## src/rtl/nor_selftest_seq.sv

```systemverilog
// nor_selftest_seq: clocked stimulus/check controller for a single NOR gate.
// Walks (a,b) through 00,10,01,11, holds each vector HOLD_CYCLES cycles,
// compares w against ~(a|b) and reports per-vector errors plus pass/fail.
module nor_selftest_seq #(
  parameter int unsigned HOLD_CYCLES = 30,
  parameter int unsigned CNT_W       = 8
) (
  input  logic       clk,
  input  logic       rst,
  input  logic       start,
  input  logic       w,
  output logic       a,
  output logic       b,
  output logic       busy,
  output logic       done,
  output logic       pass,
  output logic [2:0] err_count,
  output logic [3:0] fail_vec
);

  localparam logic [CNT_W-1:0] HOLD_RELOAD = CNT_W'(HOLD_CYCLES - 1);
  localparam logic [1:0]       LAST_VEC    = 2'd3;

  typedef enum logic [1:0] {
    S_IDLE,
    S_APPLY,
    S_SAMPLE,
    S_DONE
  } state_t;

  state_t           state;
  logic [1:0]       vec_idx;
  logic [CNT_W-1:0] hold_cnt;

  logic       exp_w_c;
  logic       mismatch_c;
  logic [1:0] vec_nxt_c;
  logic [2:0] err_nxt_c;
  logic [3:0] fail_nxt_c;

  // Expected NOR output: only vector 0 (a=0,b=0) yields 1.
  assign exp_w_c    = (vec_idx == 2'd0);
  assign mismatch_c = (w != exp_w_c);
  assign vec_nxt_c  = vec_idx + 2'd1;
  assign err_nxt_c  = err_count + 3'(mismatch_c);
  assign fail_nxt_c = fail_vec | (4'(mismatch_c) << vec_idx);

  // Sequencer state, vector drive and result registers.
  always_ff @(posedge clk) begin
    if (rst) begin
      state     <= S_IDLE;
      vec_idx   <= 2'd0;
      hold_cnt  <= '0;
      a         <= 1'b0;
      b         <= 1'b0;
      busy      <= 1'b0;
      done      <= 1'b0;
      pass      <= 1'b0;
      err_count <= 3'd0;
      fail_vec  <= 4'd0;
    end else begin
      case (state)
        S_IDLE: begin
          a    <= 1'b0;
          b    <= 1'b0;
          busy <= 1'b0;
          done <= 1'b0;
          if (start) begin
            state     <= S_APPLY;
            vec_idx   <= 2'd0;
            hold_cnt  <= HOLD_RELOAD;
            err_count <= 3'd0;
            fail_vec  <= 4'd0;
            busy      <= 1'b1;
          end
        end

        S_APPLY: begin
          if (hold_cnt == '0) begin
            state <= S_SAMPLE;
          end else begin
            hold_cnt <= hold_cnt - CNT_W'(1);
          end
        end

        S_SAMPLE: begin
          err_count <= err_nxt_c;
          fail_vec  <= fail_nxt_c;
          if (vec_idx == LAST_VEC) begin
            state <= S_DONE;
            done  <= 1'b1;
            a     <= 1'b0;
            b     <= 1'b0;
            pass  <= (err_nxt_c == 3'd0);
          end else begin
            state    <= S_APPLY;
            vec_idx  <= vec_nxt_c;
            hold_cnt <= HOLD_RELOAD;
            a        <= vec_nxt_c[0];
            b        <= vec_nxt_c[1];
          end
        end

        S_DONE: begin
          state <= S_IDLE;
          done  <= 1'b0;
          busy  <= 1'b0;
        end

        default: begin
          state <= S_IDLE;
        end
      endcase
    end
  end

endmodule

```

## config.mk

```make
export PLATFORM = sky130hd
export DESIGN_NAME = nor_selftest_seq
export DESIGN_NICKNAME = d
export VERILOG_FILES = /design/src/rtl/nor_selftest_seq.sv
export SDC_FILE = /design/constraint.sdc
export NUM_CORES = 1
export LEC_CHECK = 0
export ABC_AREA = 1
export CAP_MARGIN = 20
export CORE_UTILIZATION = 54
export DETAILED_ROUTE_END_ITERATION = 7
export MAX_ROUTING_LAYER = met4
export PLACE_DENSITY = 0.78
export SLEW_MARGIN = 15
export SYNTH_ARGS = -nofsm -noshare
export SYNTH_HDL_FRONTEND = slang
export SYNTH_SLANG_ARGS = --single-unit
```

## constraint.sdc

```tcl
create_clock -name clk -period 2.35 [get_ports clk]
set_clock_uncertainty 0.2 [all_clocks]
set_input_delay 0.705 -clock clk [delete_from_list [all_inputs] [get_ports clk]]
set_output_delay 0.705 -clock clk [all_outputs]
set_load 0.01 [all_outputs]
```

==> flow_summary.ini <==
[outcome]
status = finished clean

[timing]
worstMarginPinSlew_ns = 0.452
finalCritPeriodShare = 0.928
holdWs_ns = 0.271
max_freq_ghz = 0.458
rsz0062_at_grt = false
relSlewSlack = 0.699
final_hold_viol_count = 0
drv_slew = 0
setup_violations = 0
finalCriticalPeriod_ns = 2.18

[grt]
globalRouteTotalUtil = 0.233
grt_pass1_vias = 1086
grt_max_degree = 15
grt_pass1_wl_um = 4400
antenna_found_initial = 0
grt_overflow = 0

[placement]
dpl_cell_area_um2 = 1510
place.port_buffers = 15
place_congestion = 0.868
hpwlAfterDp_um = 2000

[drt]
final_antenna_net_count = 0
via_per_inst = 5.25
vias = 1202
routed_wl_um = 2610
avgRoutedWirePerCell_um = 11.4
dr.pass1.iters = 4
drc = 0
drt_iter0_drc = 22

[synthesis]
synth_cell_types = 27
syn_area_um2 = 1310
yosysTopAreaCell = dfxtp_1
synth_top_area_frac = 0.366
postSynthAreaPerCell_um2 = 7.24
ys_warn_count = 0
syn_nets = 195
netlist_instances = 181
ys_top_cells_by_area = dfxtp_1 37%, nand2_1 11%, ha_1 9.5%
seq_area_frac_synth = 0.366
ys_ff_latch = 24

[worst_setup_path]
critical-path-top-delay-family = buffers and inverters
path_cells = clkdlybuf4s50_1
slowest_stage = clkdlybuf4s50_1
worstPathRequired_ns = 1.44
cp-end-kind = output port
critPathArrivalTime_ns = 1.28
cp-start-kind = flip-flop
crit_buf_inv = 1
slowest_delay_ns = 0.55
criticalPathCategory = reg2out
worst-path-max-fanout = 3

[clocking]
clk_latency_ns = 0.33
cts_tree = done
cts_resized = 0
cts-root-buf = clkbuf_4
path_clk_slew_ns = 0.13
cts_made_buffers = 3
clockBufferDepth = 2
cts_setup_buffers = 0
cts.sinks = 24
htree_num_levels = 1
cts_hold_buf = 0

[floorplan]
rows = 17
die_area_um2 = 2630
top_level_ports = 16
fp.dieW_um = 51.3
die_h_um = 51.3
core_um2 = 2250
start_util = 0.582

[final_layout]
antennaDiodeCount = 0
nets = 217
final_cell_area_um2 = 1530
seqCellArea_um2 = 480
num-fill-cells = 198
area_growth_pct = 17.0
drive_gt1_frac = 0.134
multi_input_area_um2 = 729

[pwr]
ir_worst_vdd_mv = 0.644
power_density_nw_per_um2 = 1130
leakagePower_nw = 0.677

[min_path]
hold_path_class = reg2reg

[run]
drv_cap = 0
==> per-stage QoR <==
step / power, mW / setup TNS (ns) / utilization / worst slack, ns / instances
detailed placement: 1.54 / -0.224 / 0.670 / -0.125 / 226
CTS: 1.73 / 0 / 0.680 / 0.167 / 229
global placement: 1.52 / -0.188 / 0.670 / -0.109 / 226
global route: 1.89 / 0 / 0.680 / 0.0758 / 229
floorplan: 1.30 / 0 / - / 0.395 / 181
finish: 1.73 / 0 / 0.680 / 0.169 / 229
==> path summary, 6_finish.rpt <==
path | startpoint | to | slack [ns] | depth (start not counted)
max reg2reg | vec_idx[1] | err_count[2] | 0.25 | 9
min | busy | busy | 0.27 | 2
max | err_count[2] | err_count[2] | 0.17 | 1
min reg2reg | busy | busy | 0.27 | 2
==> cell usage in the layout (no fill, tap or decap), drive strengths merged, types with 2 or more instances in the layout <==
cell type      count
nand2             44
a21oi             17
o21ai              7
dfxtp             24
xnor2              2
a31oi              4
clkbuf             3
nor3               2
nor2              28
buf                4
inv               23
clkdlybuf4s50     15
ha                10
nand3             13
==> synthesized netlist by cell type <==
cell	n
o21ai_2	1
a211oi_1	1
nand3_1	12
inv_1	18
xnor2_1	2
buf_6	1
a21oi_2	2
nor2_2	2
inv_2	5
nand4_1	1
a31oi_1	4
o21ai_0	5
nand2_4	3
nor2_1	25
nor2_4	1
clkbuf_1	1
o21ai_1	1
or2_2	1
nand3b_1	1
o21bai_1	1
dfxtp_1	24
a21oi_1	15
ha_1	10
nand2_1	37
nand3_2	1
nor3_1	2
nand2_2	4
==> report_power, final <==
| part | switching, mW | internal [mW] | leakage (nW) |
|---|---|---|---|
| Combinational | 0.590 | 0.366 | 0.467 |
| Sequential | 0.0881 | 0.497 | 0.196 |
| Clock | 0.126 | 0.0603 | 0.0138 |
| Total | 0.805 | 0.923 | 0.677 |
==> metal layers <==
metal	wire [um]	global-route usage	vias up	part of all wire
met2	1120	0.355	29	0.43
met1	1300	0.289	543	0.50
met4	78	0.135	0	0.030
met5	0	-	-	0
li1	-	-	623	-
met3	112	0.0387	7	0.043
==> final cells by class <==
| type | count | area share |
|---|---|---|
| Clock buffer | 3 | 0.0147 |
| Inverter | 23 | 0.0563 |
| Multi-Input combinational cell | 132 | 0.476 |
| Sequential cell | 24 | 0.313 |
| Tap cell | 28 | 0.0228 |
| Timing Repair Buffer | 19 | 0.117 |
==> flip-flops by register name, summed over array words and instances, names as in the netlist, 2 cells and up <==
| register | cells |
|---|---|
| err_count | 3 |
| fail_vec | 4 |
| hold_cnt | 8 |
| vec_idx | 2 |
| state | 2 |
==> worst min-delay path, delay by kind of cell, from the launching register on <==
| kind | cells | cell delay (ns) |
|---|---|---|
| flops | 1 | 0.34 |
| compound gates | 1 | 0.06 |
| buf+inv | 1 | 0.05 |
==> cell families after synthesis <==
family                     count (synthesis)  share of synthesized area
AOI/OAI and AO/OA                         30                      0.131
and+or+nand+nor                           90                      0.317
buffers and inverters                     25                     0.0773
DFF                                       24                      0.366
adders and majority gates                 10                     0.0954
xor gates and xnor gates                   2                     0.0134
(Power assumes the default switching activity.)
